## src/rtl/rf_debug_reader.sv

```systemverilog
// Debug-side register-file dumper: freezes writes, reads each register through one port and streams it out.
// Define RF_DUMP_CHECKSUM_EN to append an XOR checksum word after the last register.
module rf_debug_reader #(
    parameter int NUM_REGS = 32,
    parameter int DATA_W   = 32
) (
    input  logic              clk,
    input  logic              rst,
    input  logic              dbg_req,
    output logic              enable_debug,
    output logic [4:0]        rf_rd_addr,
    input  logic [DATA_W-1:0] rf_rd_data,
    output logic              out_valid,
    input  logic              out_ready,
    output logic [DATA_W-1:0] out_data,
    output logic [4:0]        out_index,
    output logic              out_last,
    output logic              dbg_busy,
    output logic              dbg_done
);

`ifdef RF_DUMP_CHECKSUM_EN
    typedef enum logic [2:0] {
        IDLE   = 3'd0,
        FREEZE = 3'd1,
        FETCH  = 3'd2,
        SEND   = 3'd3,
        CSUM   = 3'd4,
        DONE   = 3'd5
    } state_t;
`else
    typedef enum logic [2:0] {
        IDLE   = 3'd0,
        FREEZE = 3'd1,
        FETCH  = 3'd2,
        SEND   = 3'd3,
        DONE   = 3'd5
    } state_t;
`endif

    localparam logic [4:0] LAST_IDX = 5'(NUM_REGS - 1);

    state_t              state_q, state_d;
    logic [4:0]          idx_q, idx_d;
    logic [4:0]          rd_addr_q, rd_addr_d;
    logic                valid_q, valid_d;
    logic [DATA_W-1:0]   data_q, data_d;
    logic [4:0]          index_q, index_d;
    logic                last_q, last_d;
    logic                busy_q, busy_d;
    logic                done_q, done_d;
`ifdef RF_DUMP_CHECKSUM_EN
    logic [DATA_W-1:0]   csum_q, csum_d;
`endif

    logic handshake_s;
    assign handshake_s = valid_q && out_ready;

    // Next-state and next-output computation for the dump sequencer.
    always_comb begin
        state_d   = state_q;
        idx_d     = idx_q;
        rd_addr_d = rd_addr_q;
        valid_d   = valid_q;
        data_d    = data_q;
        index_d   = index_q;
        last_d    = last_q;
        done_d    = 1'b0;
`ifdef RF_DUMP_CHECKSUM_EN
        csum_d    = csum_q;
`endif
        case (state_q)
            IDLE: begin
                if (dbg_req) begin
                    state_d   = FREEZE;
                    idx_d     = 5'd0;
                    rd_addr_d = 5'd0;
`ifdef RF_DUMP_CHECKSUM_EN
                    csum_d    = {DATA_W{1'b0}};
`endif
                end else begin
                    state_d = IDLE;
                end
            end
            // One idle cycle with writes frozen lets an in-flight write retire.
            FREEZE: begin
                state_d   = FETCH;
                rd_addr_d = idx_q;
            end
            FETCH: begin
                state_d = SEND;
                data_d  = rf_rd_data;
                index_d = idx_q;
                valid_d = 1'b1;
`ifdef RF_DUMP_CHECKSUM_EN
                last_d  = 1'b0;
`else
                last_d  = (idx_q == LAST_IDX);
`endif
            end
            SEND: begin
                if (handshake_s) begin
`ifdef RF_DUMP_CHECKSUM_EN
                    csum_d = csum_q ^ data_q;
`endif
                    if (idx_q < LAST_IDX) begin
                        idx_d     = idx_q + 5'd1;
                        rd_addr_d = idx_q + 5'd1;
                        valid_d   = 1'b0;
                        state_d   = FETCH;
                    end else begin
`ifdef RF_DUMP_CHECKSUM_EN
                        // Valid stays high: the checksum word follows with no fetch gap.
                        state_d = CSUM;
                        data_d  = csum_q ^ data_q;
                        index_d = 5'd0;
                        last_d  = 1'b1;
`else
                        state_d = DONE;
                        valid_d = 1'b0;
                        last_d  = 1'b0;
                        done_d  = 1'b1;
`endif
                    end
                end else begin
                    state_d = SEND;
                end
            end
`ifdef RF_DUMP_CHECKSUM_EN
            CSUM: begin
                if (handshake_s) begin
                    state_d = DONE;
                    valid_d = 1'b0;
                    last_d  = 1'b0;
                    done_d  = 1'b1;
                end else begin
                    state_d = CSUM;
                end
            end
`endif
            DONE: begin
                state_d = IDLE;
            end
            default: begin
                state_d = IDLE;
                valid_d = 1'b0;
            end
        endcase
        busy_d = (state_d != IDLE);
    end

    // State and registered outputs with synchronous reset.
    always_ff @(posedge clk) begin
        if (rst) begin
            state_q   <= IDLE;
            idx_q     <= 5'd0;
            rd_addr_q <= 5'd0;
            valid_q   <= 1'b0;
            data_q    <= {DATA_W{1'b0}};
            index_q   <= 5'd0;
            last_q    <= 1'b0;
            busy_q    <= 1'b0;
            done_q    <= 1'b0;
`ifdef RF_DUMP_CHECKSUM_EN
            csum_q    <= {DATA_W{1'b0}};
`endif
        end else begin
            state_q   <= state_d;
            idx_q     <= idx_d;
            rd_addr_q <= rd_addr_d;
            valid_q   <= valid_d;
            data_q    <= data_d;
            index_q   <= index_d;
            last_q    <= last_d;
            busy_q    <= busy_d;
            done_q    <= done_d;
`ifdef RF_DUMP_CHECKSUM_EN
            csum_q    <= csum_d;
`endif
        end
    end

    assign enable_debug = busy_q;
    assign dbg_busy     = busy_q;
    assign dbg_done     = done_q;
    assign rf_rd_addr   = rd_addr_q;
    assign out_valid    = valid_q;
    assign out_data     = data_q;
    assign out_index    = index_q;
    assign out_last     = last_q;

endmodule

```

## config.mk

```make
export PLATFORM = sky130hd
export DESIGN_NAME = rf_debug_reader
export DESIGN_NICKNAME = d
export VERILOG_FILES = /design/src/rtl/rf_debug_reader.sv
export SDC_FILE = /design/constraint.sdc
export NUM_CORES = 1
export LEC_CHECK = 0
export ABC_AREA = 0
export CAP_MARGIN = 25
export CORE_UTILIZATION = 39
export DETAILED_ROUTE_END_ITERATION = 8
export PLACE_DENSITY = 0.87
export SKIP_CTS_REPAIR_TIMING = 1
export SYNTH_ARGS = -nofsm -noshare
export SYNTH_HDL_FRONTEND = slang
export SYNTH_SLANG_ARGS = --single-unit
```

## constraint.sdc

```tcl
create_clock -name clk -period 1.4 [get_ports clk]
set_input_delay 0.21 -clock clk [delete_from_list [all_inputs] [get_ports clk]]
set_output_delay 0.21 -clock clk [all_outputs]
set_load 0.02 [all_outputs]
```

# After elaboration in Yosys (flattened, before gate mapping)
# Index checks and enable logic that the tools add are counted.
# W data, S select, Z words.
# totals
regBits	54
latchBits	0
ram_bits	0
romBits	0
out_inout_bits	47
wordCells	50
memories	0
# op_classes
addsub	1
multipliers	0
div	0
n_lt_le_gt_ge	1
eq_ne	9
n_shift	0
n_mux	15
bitwise	3
reduce_logical	12
# op_table
op	n
$mux W5	3
$pmux W5 S3	1
$pmux W3 S4	1
$pmux W5 S2	1
$ne A2 B2 Y1 const B	4
$reduce_and A4 Y1	2
$eq A3 B2 Y1 const B	2
$mux W3	2
$reduce_bool A3 Y1	2
$reduce_or A3 Y1	2
$add A5 B1 Y5 const B	1
$eq A5 B5 Y1 const B	1
$lt A5 B5 Y1 const B	1
$mux W1	5
$reduce_bool A2 Y1	2
$eq A3 B1 Y1 const B	1
$eq A3 B3 Y1 const B	1
$logic_not A3 Y1	1
$not A1 Y1	3
$pmux W1 S3	1
$reduce_and A3 Y1	1
$pmux W1 S2	1
$reduce_and A2 Y1	1
$logic_and A1 B1 Y1	1

# Longest topological paths before layout
# logic_depth
ltp_word	5
ltp_mapped	6
mapped_depth_nobuf	6

# Least setup slack after synthesis
# No wires, ideal clock.
# synth_path
path_kind	register to register
start	reg idx_q[0]
end	reg rd_addr_q[4] (netlist: rf_rd_addr[4])
setup_time_ns	0.117
arrival_ns	1.386
path_slack_ns	-0.103
stages_incl_launch_ff	7
path_buffers	0
synth_period_minus_slack_ns	1.503
path_cell_list	dfxtp_1 -> ha_1 -> and3_1 -> ha_1 -> nand2_1 -> o22ai_1 -> a22o_1
# synth_via
elab_chain_len	4
word_cells_on_any_way	7
cone_classes	add/sub: 1; order compare: 1; eq/ne: 1; mux: 3; reduce/logical: 1
# synth_rtl
item	line_no	text
start: declaration	44	logic [4:0] idx_q, idx_d;
start signal: assignment	169	idx_q <= idx_d;
$add A5 B1 Y5	108	rd_addr_d = idx_q + 5'd1;
$mux W5	106	if (idx_q < LAST_IDX) begin
$mux W5	102	if (handshake_s) begin
$pmux W5 S3	72	case (state_q)
end signal: assignment	170	rd_addr_q <= rd_addr_d;
end: declaration	45	logic [4:0] rd_addr_q, rd_addr_d;
# Parallel ways exist; a longest one is shown, timed or not. The select of a mux whose other input is x is not followed.
# A chain may end at the register's enable or synchronous reset.

# Final worst setup path
# layout_path
start	reg idx_q[1]
end	reg idx_q[2]
# layout_via
elab_chain_len	4
word_cells_on_any_way	7
cone_classes	add/sub: 1; order compare: 1; eq/ne: 1; mux: 3; reduce/logical: 1
# layout_rtl
item	line_no	text
$add A5 B1 Y5	107	idx_d = idx_q + 5'd1;
$mux W5	106	
$mux W5	102	
$pmux W5 S2	72	
# Parallel ways exist; a longest one is shown, timed or not. The select of a mux whose other input is x is not followed.

==> flow_metrics.py <==
metrics = {
    "clocking": {
        "cts-htree-levels": 2,
        "numCtsBuffers": 5,
        "clockBufferDepth": 2,
        "clock_sinks": 54,
        "cts_tree": "yes",
        "ctsRootBufferMaster": "clkbuf_8",
        "insertion_delay_ps": 290,
        "clkSlewWorstSetupHoldPaths_ps": 90,
    },
    "setup_path": {
        "cp_data_arrival_time_ps": 1670,
        "cpPeakStageDelay_ps": 340,
        "worstPathCellList": "buf_4 -> and3_4 -> a211oi_4 -> a21oi_2 -> a311oi_2",
        "cp-end-kind": "flip-flop",
        "criticalPathCategory": "reg -> reg",
        "cp_data_required_time_ps": 1610,
        "cpMaxStageDelayCell": "dfxtp_2",
        "cp-start-kind": "flip-flop",
        "path_max_fanout": 5,
    },
    "detailed_routing": {
        "drtIter0Drc": 81,
        "vias_per_cell": 5.05,
        "num_vias": 2247,
        "dr.pass1.iters": 4,
        "antenna_left": 0,
        "wl_per_cell_um": 14.0,
        "route.detailed.drc": 0,
        "wirelength_um": 6220,
    },
    "layout": {
        "final_cell_mix": "nand2_1 (86), dfxtp_1 (50), dlymetal6s2s_1 (47), a21oi_1 (43), clkdlybuf4s50_1 (34)",
        "antennaDiodeCount": 0,
        "drive_above_1_share_pct": 15.3,
        "layout_commonest_cell": "nand2_1",
        "nNetsFinal": 410,
        "syn_to_final_growth_pct": 60.0,
        "instances_no_fill": 445,
    },
    "floorplan": {
        "die_width_um": 77.2,
        "rows": 27,
        "die_area_sq_um": 5950,
        "initial_core_util_pct": 40.3,
        "coreArea_sq_um": 5470,
        "io_pins": 83,
        "fp.dieH_um": 77.2,
    },
    "sta": {
        "fin_skew_ps": 1.87,
        "finalCritPeriodShare_pct": 104,
        "layout_setup_ws_ps": -60.0,
        "setup_viol": 3,
        "min_period_ps": 1460,
        "hold_viol_final": 0,
        "slew_viol_final": 0,
        "max_freq_mhz": 685,
        "worst_pin_slew_ps": 354,
        "grt_setup_unrepaired": "yes",
        "slew_headroom_pct": 76.4,
    },
    "yosys": {
        "synth-compound-area-share_pct": 20.9,
        "synth_area_per_cell_sq_um": 8.04,
        "yosys_warnings": 0,
        "synth_cell_types": 38,
        "synth_cells": 274,
        "muxShareOfSynthArea_pct": 0,
        "synthAdderAreaFrac_pct": 1.14,
        "synth_top_family_by_area": "simple AND/OR/NAND/NOR gates",
        "synthXorXnorAreaFrac_pct": 0,
        "syn-num-nets": 312,
        "synthSimpleGateAreaFrac_pct": 23.8,
        "yosysSeqAreaShare_pct": 49.1,
        "synth_seq_cells": 54,
        "netlist_area_sq_um": 2200,
    },
    "global_routing": {
        "antenna_found_initial": 0,
        "grt_pass1_vias": 2116,
        "grt.total_usage_pct": 19.4,
        "grt_pass1_wl_um": 9420,
        "grt_max_degree": 38,
        "overflow": 0,
    },
    "pwr": {
        "power.density_nw_per_um2": 888,
        "comb_power_share_pct": 21.0,
        "seq_power_share_pct": 52.3,
        "vdd_drop_max_v": 0.000505,
        "switchingPower_uw": 863,
        "sw_frac_of_total_pct": 27.5,
        "leakage_uw": 0.00204,
        "power_frac_clock_pct": 26.7,
        "p_int_uw": 2270,
    },
    "placed_design": {
        "gp_congestion": 0.915,
        "dp_slack_ps": -250,
        "post-place-cells": 434,
        "dp_hpwl_um": 4310,
        "port_buffers": 82,
    },
    "run_status": {
        "violations": "negative setup slack",
        "status": "finished, violations left",
    },
    "min_path": {
        "hp-class": "in -> reg",
    },
    "flow_run": {
        "drv_cap": 0,
    },
}
-- critical path, delay by kind of cell, from the launching register on --
kind / cells / cell delay, ps
simple gates: 1 / 190
flops: 1 / 340
compound gates: 3 / 690
buf+inv: 1 / 150
-- logic make-up (layout without fill, tap and decap cells) --
| group | count (synthesis) | in the layout |
|---|---|---|
| adders and majority gates | 2 | 2 |
| DFF | 54 | 54 |
| AOI/OAI and AO/OA | 73 | 73 |
| buffers and inverters | 23 | 122 |
| and+or+nand+nor | 122 | 122 |
-- cell type report --
cell class	instances	area (sq um)
multi-input cells	197	1090
inverters	5	18.8
clock inverters	1	7.51
repair buffers	109	1160
flip-flops and latches	54	1090
clock buffers	7	76.3
well taps	72	90.1
fillers	449	1950
-- cells in the mapped netlist, drive strengths merged --
cell / count / area (sq um)
nor2: 8 / 30.0
a21oi: 46 / 230
ha: 2 / 25.0
or2: 1 / 6.26
o21ai: 3 / 15.0
and3: 6 / 42.5
nand2b: 5 / 31.3
a311oi: 1 / 15.0
nand3: 6 / 35.0
inv: 5 / 18.8
nor4: 1 / 6.26
nor3: 3 / 15.0
a21o: 1 / 8.76
a31oi: 2 / 12.5
o211ai: 1 / 12.5
a211oi: 2 / 27.5
o32ai: 1 / 8.76
dfxtp: 54 / 1080
o22ai: 3 / 18.8
a2bb2oi: 2 / 17.5
o31a: 2 / 17.5
clkbuf: 6 / 22.5
and2: 1 / 8.76
o2bb2ai: 2 / 17.5
a22o: 3 / 26.3
o221ai: 1 / 8.76
nor2b: 3 / 18.8
o22a: 1 / 8.76
o21bai: 1 / 7.51
buf: 12 / 71.3
nand2: 88 / 330
a22oi: 1 / 7.51
-- routing by layer --
metal / GRT usage (%) / vias to the layer above / wire length [um]
li1: - / 1119 / -
met1: 23.1 / 1043 / 2670
met2: 34.7 / 79 / 3140
met3: 3.45 / 6 / 347
met4: 6.42 / 0 / 72
met5: 0 / - / 0
-- power groups by stage --
| stage | clock [uW] | combinational (uW) | sequential, uW |
|---|---|---|---|
| 2_1_floorplan | 0 | 257 | 1750 |
| 3_3_place_gp | 0 | 646 | 1670 |
| 3_5_place_dp | 0 | 656 | 1680 |
| 4_1_cts | 865 | 659 | 1640 |
| 5_1_grt | 917 | 707 | 1650 |
| 6_report | 835 | 658 | 1640 |
-- registers in the layout, summed over array words and instances, names as in the netlist --
signal and count:
out_data 32, rf_rd_addr 5, dbg_busy 1, dbg_done 1, out_last 1, idx_q 5, out_valid 1, state_q 3
out_index 5
-- final timing paths --
kind              cells after the start  slack (ps)                        end                 startpoint
setup / recovery                      5         -60      idx_q[2]$_SDFFE_PP0P_      idx_q[1]$_SDFFE_PP0P_
hold reg to reg                       2         450  out_data[13]$_SDFFE_PP0N_  out_data[13]$_SDFFE_PP0N_
setup reg to reg                      5         -60      idx_q[2]$_SDFFE_PP0P_      idx_q[1]$_SDFFE_PP0P_
hold / removal                        2         290      idx_q[4]$_SDFFE_PP0P_                        rst
-- stage by stage --
stage | TNS (ps) | power [uW] | hold WS (ps) | area (sq um) | utilization, %
4_1_cts | -3370 | 3170 | 275 | 3310 | 60.5
3_3_place_gp | -1540 | 2320 | 441 | 3230 | 59.0
6_report | -119 | 3130 | 293 | 3530 | 64.4
5_1_grt | -384 | 3270 | 282 | 3530 | 64.4
2_1_floorplan | 0 | 2010 | 328 | 2220 | -
3_5_place_dp | -1790 | 2330 | 448 | 3230 | 59.0
No activity file was read; power rests on OpenSTA's default activity.
